<file path="src/rtl/muldiv_unit.sv">
// Iterative RV32M multiply/divide unit: one radix-2 shift-add / restoring-subtract
// step per cycle, fixed latency, start/busy/done handshake.
module muldiv_unit #(
  parameter int data_width = 32,
  parameter int sel_width  = 3
) (
  input  logic                  clk,
  input  logic                  rst,
  input  logic                  start,
  input  logic [data_width-1:0] operand1,
  input  logic [data_width-1:0] operand2,
  input  logic [sel_width-1:0]  opSel,
  output logic                  busy,
  output logic                  done,
  output logic [data_width-1:0] result,
  output logic                  zero
);

  localparam int W  = data_width;
  localparam int CW = $clog2(data_width);

  localparam logic [sel_width-1:0] OP_MUL   = sel_width'(0);
  localparam logic [sel_width-1:0] OP_MULH  = sel_width'(1);
  localparam logic [sel_width-1:0] OP_MULHU = sel_width'(2);
  localparam logic [sel_width-1:0] OP_DIV   = sel_width'(3);
  localparam logic [sel_width-1:0] OP_DIVU  = sel_width'(4);
  localparam logic [sel_width-1:0] OP_REM   = sel_width'(5);
  localparam logic [sel_width-1:0] OP_REMU  = sel_width'(6);

  typedef enum logic [1:0] {IDLE, CALC, DONE} state_e;

  state_e               state_q, state_d;
  logic [CW-1:0]        count_q, count_d;
  logic [sel_width-1:0] op_q, op_d;
  logic [2*W-1:0]       acc_q, acc_d;      // product, or {unused, dividend/quotient shifter}
  logic [W:0]           rem_q, rem_d;      // partial remainder
  logic [W-1:0]         opnd_q, opnd_d;    // multiplicand or divisor magnitude
  logic [W-1:0]         op1_q, op1_d;
  logic                 sign1_q, sign1_d;
  logic                 sign2_q, sign2_d;
  logic                 div0_q, div0_d;
  logic [W-1:0]         result_q, result_d;
  logic                 done_q, done_d;

  // Accept-time operand conditioning.
  logic         is_signed_in, is_div_in, neg1_in, neg2_in;
  logic [W-1:0] mag1_in, mag2_in;

  assign is_signed_in = (opSel == OP_MULH) || (opSel == OP_DIV) || (opSel == OP_REM);
  assign is_div_in    = (opSel == OP_DIV) || (opSel == OP_DIVU) ||
                        (opSel == OP_REM) || (opSel == OP_REMU);
  assign neg1_in      = is_signed_in & operand1[W-1];
  assign neg2_in      = is_signed_in & operand2[W-1];
  assign mag1_in      = neg1_in ? -operand1 : operand1;
  assign mag2_in      = neg2_in ? -operand2 : operand2;

  // Per-iteration datapath.
  logic         is_div_q;
  logic [W:0]   mul_sum;
  logic [W:0]   div_shift;
  logic [W+1:0] div_diff;
  logic         div_ok;

  assign is_div_q  = (op_q == OP_DIV) || (op_q == OP_DIVU) ||
                     (op_q == OP_REM) || (op_q == OP_REMU);
  assign mul_sum   = {1'b0, acc_q[2*W-1:W]} + {1'b0, (acc_q[0] ? opnd_q : {W{1'b0}})};
  assign div_shift = {rem_q[W-1:0], acc_q[W-1]};
  assign div_diff  = {1'b0, div_shift} - {2'b00, opnd_q};
  assign div_ok    = ~div_diff[W+1];

  // Sign fix-up and special-case selection on the final accumulator state.
  logic [2*W-1:0] prod_neg;
  logic [W-1:0]   quot, remd, final_res;

  assign prod_neg = -acc_q;
  assign quot     = acc_q[W-1:0];
  assign remd     = rem_q[W-1:0];

  always_comb begin
    // NOTE: every combinational output gets a default first so no path infers a latch.
    final_res = {W{1'b1}};
    case (op_q)
      OP_MUL:   final_res = acc_q[W-1:0];
      OP_MULH:  final_res = (sign1_q ^ sign2_q) ? prod_neg[2*W-1:W] : acc_q[2*W-1:W];
      OP_MULHU: final_res = acc_q[2*W-1:W];
      OP_DIV:   final_res = div0_q ? {W{1'b1}} : ((sign1_q ^ sign2_q) ? -quot : quot);
      OP_DIVU:  final_res = quot;
      OP_REM:   final_res = div0_q ? op1_q : (sign1_q ? -remd : remd);
      OP_REMU:  final_res = remd;
      default:  final_res = {W{1'b1}};
    endcase
  end

  always_comb begin
    state_d  = state_q;
    count_d  = count_q;
    op_d     = op_q;
    acc_d    = acc_q;
    rem_d    = rem_q;
    opnd_d   = opnd_q;
    op1_d    = op1_q;
    sign1_d  = sign1_q;
    sign2_d  = sign2_q;
    div0_d   = div0_q;
    result_d = result_q;
    done_d   = 1'b0;
    case (state_q)
      IDLE: begin
        if (start) begin
          op_d    = opSel;
          count_d = '0;
          sign1_d = neg1_in;
          sign2_d = neg2_in;
          div0_d  = (operand2 == '0);
          op1_d   = operand1;
          rem_d   = '0;
          acc_d   = {{W{1'b0}}, (is_div_in ? mag1_in : mag2_in)};
          opnd_d  = is_div_in ? mag2_in : mag1_in;
          state_d = CALC;
        end
      end
      CALC: begin
        if (is_div_q) begin
          rem_d = div_ok ? div_diff[W:0] : div_shift;
          acc_d = {acc_q[2*W-1:W], acc_q[W-2:0], div_ok};
        end else begin
          acc_d = {mul_sum, acc_q[W-1:1]};
        end
        if (count_q == CW'(W-1)) state_d = DONE;
        else                     count_d = count_q + 1'b1;
      end
      DONE: begin
        result_d = final_res;
        done_d   = 1'b1;
        count_d  = '0;
        state_d  = IDLE;
      end
      default: state_d = IDLE;
    endcase
  end

  always_ff @(posedge clk) begin
    // NOTE: state registers use non-blocking assignments so every flop samples pre-edge values.
    if (!rst) begin
      state_q  <= IDLE;
      count_q  <= '0;
      op_q     <= '0;
      acc_q    <= '0;
      rem_q    <= '0;
      opnd_q   <= '0;
      op1_q    <= '0;
      sign1_q  <= 1'b0;
      sign2_q  <= 1'b0;
      div0_q   <= 1'b0;
      result_q <= '0;
      done_q   <= 1'b0;
    end else begin
      state_q  <= state_d;
      count_q  <= count_d;
      op_q     <= op_d;
      acc_q    <= acc_d;
      rem_q    <= rem_d;
      opnd_q   <= opnd_d;
      op1_q    <= op1_d;
      sign1_q  <= sign1_d;
      sign2_q  <= sign2_d;
      div0_q   <= div0_d;
      result_q <= result_d;
      done_q   <= done_d;
    end
  end

  assign busy   = (state_q != IDLE);
  assign done   = done_q;
  assign result = result_q;
  assign zero   = (result_q == '0);

endmodule

</file>
<file path="config.mk">
export PLATFORM = sky130hd
export DESIGN_NAME = muldiv_unit
export DESIGN_NICKNAME = d
export VERILOG_FILES = /design/src/rtl/muldiv_unit.sv
export SDC_FILE = /design/constraint.sdc
export NUM_CORES = 1
export LEC_CHECK = 0
export BUFFER_PORTS_ARGS = -buffer_cell sky130_fd_sc_hd__buf_2
export CORE_UTILIZATION = 30
export DETAILED_ROUTE_END_ITERATION = 16
export PLACE_DENSITY = 0.48
export SLEW_MARGIN = 20
export SYNTH_ARGS = -nofsm -noshare
export SYNTH_HDL_FRONTEND = slang
export SYNTH_SLANG_ARGS = --single-unit
</file>
<file path="constraint.sdc">
create_clock -name clk -period 9.73 [get_ports clk]
set_input_delay 2.4325 -clock clk [delete_from_list [all_inputs] [get_ports clk]]
set_output_delay 2.4325 -clock clk [all_outputs]
set_load 0.02 [all_outputs]
</file>
# [After elaboration in Yosys (flattened, before gate mapping)]
# Index checks and enable logic that the tools add are counted.
[classes] mux=25 multipliers=0 eq_ne=19 addsub=8 n_shift=0 n_bitwise=4 div_mod_pow=0 n_reduce_logical=22 order_cmp=0
[op_table] op="2-to-1 mux 32 bit" count=13
[op_table] op="case mux 32 bit (6 select lines)" count=1
[op_table] op="2-to-1 mux 64 bit" count=2
[op_table] op="negation 32 bit" count=4
[op_table] op="case mux 64 bit (2 select lines)" count=1
[op_table] op="zero test 32 bit" count=2
[op_table] op="negation 64 bit" count=1
[op_table] op="case mux 32 bit (2 select lines)" count=1
[op_table] op="subtractor 33 x 32 -> 34 bit" count=1
[op_table] op="adder 32 x 32 -> 33 bit" count=1
[op_table] op="== test 3 bit (second input constant)" count=6
[op_table] op="case mux 5 bit (3 select lines)" count=1
[op_table] op="2-to-1 mux 5 bit" count=2
[op_table] op="!= test 2 bit (second input constant)" count=5
[op_table] op="== test 3 x 2 -> 1 bit (second input constant)" count=3
[op_table] op="AND reduction 3 bit" count=3
[op_table] op="logical OR 1 bit" count=8
[op_table] op="== test 3 x 1 -> 1 bit (second input constant)" count=2
[op_table] op="AND reduction 2 bit" count=3
[op_table] op="adder 5 x 1 -> 5 bit (second input constant)" count=1
[op_table] op="== test 5 bit (second input constant)" count=1
[op_table] op="2-to-1 mux 2 bit" count=2
[op_table] op="case mux 2 bit (2 select lines)" count=1
[op_table] op="nonzero test 2 bit" count=2
[op_table] op="10 further kinds" count=11
[totals] latchBits=0 wordCells=91 mem_count=0 rom_bits=0 in_bits=70 ram_bits=0 output_inout_bits=35 regBits=206

# [Depth between registers and ports, before layout]
[depth] word_depth=8 ltp_mapped=14

# [Worst setup path before layout]
# OpenSTA, ideal clock, no wires.
[synth_path] kind="input port to flip-flop" start="in operand1[6]" end="reg opnd_q[30]" setup_time_ns=0.128 path_slack_ns=5.032 cell_stages=9 arrival_ns=4.570 path_cell_list="or4_4 nand2b_4 or4_4 or3_4 o41ai_4 xor2_1 a211oi_1 a21oi_1 nor2_1"
[synth_between] elab_chain_cells=3
[synth_rtl] element="from (decl)" line="10" rtl="input logic [data_width-1:0] operand1,"
[synth_rtl] element="negation 32 bit" line="54" rtl="assign mag1_in = neg1_in ? -operand1 : operand1;"
[synth_rtl] element="2-to-1 mux 32 bit" line="54"
[synth_rtl] element="2-to-1 mux 32 bit" line="118" rtl="opnd_d = is_div_in ? mag2_in : mag1_in;"
[synth_rtl] element="to (signal assigned)" line="163" rtl="opnd_q <= opnd_d;"
[synth_rtl] element="to (decl)" line="37" rtl="logic [W-1:0] opnd_q, opnd_d;"
# No other way between the ends.
# A chain may end at the register's enable or synchronous reset.

# [Worst setup path in the final report]
[layout_path] start="in opSel[2]" end="reg acc_q[24]"
[layout_between] elab_chain_cells=8 word_cells_on_any_way=17
[layout_rtl] element="from (decl)" line="12" rtl="input logic [sel_width-1:0] opSel,"
[layout_rtl] element="== test 3 x 1 -> 1 bit or == test 3 x 2 -> 1 bit (tied branches)" line="49, 50"
[layout_rtl] element="logical OR 1 bit (2 in a row)" line="49" rtl="assign is_signed_in = (opSel == OP_MULH) || (opSel == OP_DIV) || (opSel == OP_REM);"
[layout_rtl] element="bitwise AND 1 bit, on equally long branches" line="53, 52"
[layout_rtl] element="2-to-1 mux 32 bit, on equally long branches" line="55, 54"
[layout_rtl] element="2-to-1 mux 32 bit (*)" line="117" rtl="acc_d = {{W{1'b0}}, (is_div_in ? mag1_in : mag2_in)};"
[layout_rtl] element="2-to-1 mux 64 bit (*)" line="109" rtl="if (start) begin"
[layout_rtl] element="case mux 64 bit (2 select lines) (*)" line="107" rtl="case (state_q)"
[layout_rtl] element="to (signal assigned)" line="148" rtl="acc_q <= '0;"
[layout_rtl] element="to (signal assigned)" line="161" rtl="acc_q <= acc_d;"
[layout_rtl] element="to (decl)" line="35" rtl="logic [2*W-1:0] acc_q, acc_d;"
# Mark *: on every way between the ends. The rest lies on a longest branch, timed or not. The select of a mux whose other input is x is not followed.

==> run summary <==
The run finished with clean final reports. The worst hold path belongs to the class reg -> reg. The number of buffers and inverters on the critical path is 1. For this design the static power due to leakage is 7.51 nW.

The hold buffer count at CTS came out at 0. Yosys printed 0 warnings. The net count after synthesis is 2552. CTS built an H-tree with a depth of 1. Between clock sinks in the finished design, the worst skew comes to 0.0308 ns. The launching element type of the critical path is an input port. The final cell area excluding filler cells is 0.0191 mm2.

The maximum number of pins on one net before global-route repair is 73. The top fanout value on the critical path came out at 26. Counting flops with a built-in enable in the synthesized netlist gives 0. The period utilization is 49.5%. A synthesized cell averages 7.05 um2.

The analysis attributes to net switching a power of 899 uW. The net count of the finished layout is 2531. The post-CTS setup-driven buffer insertion count is 0.

Counting flops with an async set or reset pin after synthesis yields a share of 0%. The number of resized instances in the post-cts repair step came out at 0. The overflow left after global routing came out at 0. The fraction of power spent switching nets came out at 33.4%. The final antenna diode count came out at 0. In this run the core area contains 86 standard-cell rows. The endpoint identified for the worst register-to-register timing path is acc_q[61].

The number of I/O port buffers is 104. The post-synthesis cell count is 2410. The number of cell instances on the worst register-to-register path came out at 13. The arrival time reported for the critical path endpoint is 5.30 ns. Yosys mapped the design onto 83 distinct sky130hd cell types. The sequential fraction of design power came out at 35.6%.

The hold violation count in the final report is 0. The slowest stage of the critical path is the sky130_fd_sc_hd__and2_1 cell. The die footprint is 0.0576 mm2. The first-pass iteration count of the detailed router is 8.

Counting flops and latches in the post-synthesis netlist gives 206. Walking the worst path, the cells encountered are buf_2, a21boi_0, and2_1, o21ai_0, xnor2_1, nor2_1, a211oi_1, a211oi_1, a311oi_1. The I/O pin count is 105.

The setup TNS came out at 0 ns. After detailed routing, the average wire length per cell comes to 22.4 um. The design internal power is 1.79 mW. The total power came out at 2.69 mW.

The clock tree from TritonCTS is done. The most critical setup path has its startpoint at opSel[2]. The startpoint identified for the worst register-to-register timing path is acc_q[0]. The fraction of the yosys area taken by sequential cells came out at 24.3%. The global-route usage over all layers is 24.1%.

At the end of routability-driven placement, the weighted congestion stood at 0.977. The number of global-route vias before repair was 16900. The power density over the cells came out at 141 mW/mm2. The maximum vdd drop is 0.117 mV. The kind of end point of the critical path is a flop.

The number of sinks handled by clock tree synthesis is 206. The portion of total power attributed to combinational logic came out at 21.8%. The cell that appears most often on the critical path is sky130_fd_sc_hd__a211oi_1. For the finished layout, the period the worst path requires is 4.82 ns. In this run the remaining antenna-violating nets after routing total 0. The total routed wirelength came out at 70800 um. Setup repair after global routing left no endpoint under its margin. The flop-to-flop setup slack came out at 5.36 ns. The delay of the slowest cell on the worst path came out at 0.97 ns.

The routed layout has 18100 vias. The cell area reported after detailed placement is 0.0181 mm2. The most instantiated flip-flop cell in the synthesis netlist is sky130_fd_sc_hd__dfxtp_1. The global-route wire length before repair is 106000 um. The height of the die came out at 240 um. The critical path crosses 9 cells after its start point. The final number of max-transition violations came out at 0. Timing would allow up to 0.208 GHz. Of the cells placed in the final design, the portion with a size suffix greater than 1 is 9.51%. In this run the clock root is driven by a sky130_fd_sc_hd__clkbuf_16. For the pin with the worst max-slew slack, the measured transition is 1.12 ns. The capturing element of the worst setup path is acc_q[24]. The count of cells along the worst hold path came out at 2. Setup violations remaining at the end of the flow were counted as 0. The floorplan step set the die width to 240 um. The area added between synthesis and finish is 12.1%. The combined area of all synthesized cells is 0.0170 mm2. The clock network fraction of total power is 42.7%. The average vias per placed instance came out at 5.73.

The buffer levels on the longest clock path is 3. The core footprint came out at 0.0555 mm2. The initial antenna violation count was 1. The final routed DRC violation total is 0. The initial standard-cell utilization of the core came out at 30.6%. At the later pin of the worst-skew pair, clock insertion delay measures 0.59 ns. The number of buffers created by CTS came out at 28.

The half-perimeter wire length after placement is 53200 um. The category of the critical setup timing path is in -> reg. The required time reported for the critical path endpoint came out at 10.21 ns.

The reported max-cap violation count is 0. The clock-pin transition on the worst setup and hold timing paths is 0.06 ns. In this run the tightest slew margin relative to its limit is 25.4%. The kind of cell adding the most delay to the critical path is compound AO/OA/AOI/OAI gates. The violation count after the first detailed-routing iteration came out at 1652.
## routing by layer
layer | part of all wire, % | global-route usage (%) | routed length [um] | up-vias
li1 | - | - | - | 8648
met1 | 45 | 32.5 | 31600 | 8625
met2 | 44 | 38.5 | 31500 | 682
met3 | 6.7 | 3.40 | 4730 | 120
met4 | 4.2 | 9.75 | 2990 | 0
met5 | 0 | 0 | 0 | -
## cell usage in the layout, fill, tap and decap left out, types with 35 or more instances in the layout
cell type,count
sky130_fd_sc_hd__nand2_1,363
sky130_fd_sc_hd__a21oi_1,233
sky130_fd_sc_hd__nor2_1,226
sky130_fd_sc_hd__o21ai_0,209
sky130_fd_sc_hd__dfxtp_1,204
sky130_fd_sc_hd__buf_2,104
sky130_fd_sc_hd__xor2_1,93
sky130_fd_sc_hd__xnor2_1,93
sky130_fd_sc_hd__inv_1,73
sky130_fd_sc_hd__ha_1,70
sky130_fd_sc_hd__nand3_1,49
sky130_fd_sc_hd__a211oi_1,46
sky130_fd_sc_hd__mux2i_1,42
sky130_fd_sc_hd__a31oi_1,37
sky130_fd_sc_hd__nor3_1,35
## flip-flops by register name, indices dropped and copies added, names as in the netlist
signal / count
acc_q: 64
op1_q: 32
opnd_q: 32
rem_q: 32
result: 32
count_q: 5
op_q: 3
state_q: 2
div0_q: 1
done: 1
sign1_q: 1
sign2_q: 1
## power by group through the flow
stage	Sequential [mW]	Combinational, mW	Clock (mW)
after global routing	0.961	0.641	1.20
after floorplan	0.919	0.429	0
after global placement	0.971	0.572	0
after detailed placement	0.971	0.577	0
final	0.956	0.585	1.15
after CTS	0.952	0.580	1.17
## worst min-delay path by stage
stage,startpoint,to,slack (ns)
finish,op1_q[23],op1_q[23],0.45
global route,opnd_q[24],opnd_q[24],0.48
CTS,op1_q[3],op1_q[3],0.46
detailed placement,op1_q[3],op1_q[3],0.45
global placement,opnd_q[22],opnd_q[22],0.44
floorplan,opnd_q[10],opnd_q[10],0.43
## Yosys cell counts, drive strengths merged (8+ instances only)
cell type  number  area share (%)
nand2         364             8.0
a21oi         234             6.9
nor2          228             5.0
o21ai         211             6.2
dfxtp         206              24
clkbuf        155             3.4
xnor2          95             4.9
xor2           95             4.9
inv            74             1.6
ha             70             5.2
nand3          49             1.4
a211oi         46             2.0
mux2i          42             2.5
nor3           38             1.2
a31oi          37             1.4
a221oi         34             1.8
nor4           34             1.5
o31ai          34             1.5
o211ai         31             1.4
buf            30            0.80
a21o           28             1.2
a311oi         22             1.1
nand2b         19            0.74
o41ai          17             1.0
or3            17            0.67
and2           16            0.59
and3           15            0.55
a32oi          14            0.72
nand4          14            0.52
or4            14            0.69
nor2b          13            0.48
o21bai         10            0.44
o221ai         10            0.52
o21a            8            0.35
## worst reg2reg max path, cell delays in order, from the launching register on
cell and delay, ns:
sky130_fd_sc_hd__dfxtp_1 0.40, sky130_fd_sc_hd__clkinv_1 0.09, sky130_fd_sc_hd__buf_4 0.35, sky130_fd_sc_hd__nor2_1 0.18
sky130_fd_sc_hd__fa_1 0.47, sky130_fd_sc_hd__a21oi_1 0.21, sky130_fd_sc_hd__o22ai_1 0.16, sky130_fd_sc_hd__o31ai_1 0.74
sky130_fd_sc_hd__o41ai_1 0.28, sky130_fd_sc_hd__a211oi_1 0.52, sky130_fd_sc_hd__o21ai_0 0.27, sky130_fd_sc_hd__a31oi_1 0.32
sky130_fd_sc_hd__xor2_1 0.17, sky130_fd_sc_hd__o21ai_0 0.09
## layout make-up
cell class	count	area, um2
flip-flops and latches	206	4130
fillers	6073	36500
clock buffers	33	749
clock inverters	17	256
repair buffers	134	746
inverters	75	283
well taps	748	936
multi-input cells	1944	12000
## cell families after synthesis
kind of cell,synth area share [%]
buffers and inverters,5.90
AND/OR/NAND/NOR,22.1
AO/OA/AOI/OAI,29.6
adder cells (fa/ha/maj),5.39
multiplexers,2.87
flip-flops,24.3
XOR/XNOR,9.79
## stage by stage
step	util [%]	hold WS (ns)	setup slack, ns	instances
final	34.3	0.454	4.91	3157
after global routing	34.3	0.480	4.65	3157
after CTS	34.3	0.457	4.93	3157
after detailed placement	32.5	0.449	4.33	3107
after global placement	32.5	0.444	4.38	3107
after floorplan	-	0.432	5.03	2410
No activity file was read; power rests on OpenSTA's default activity.
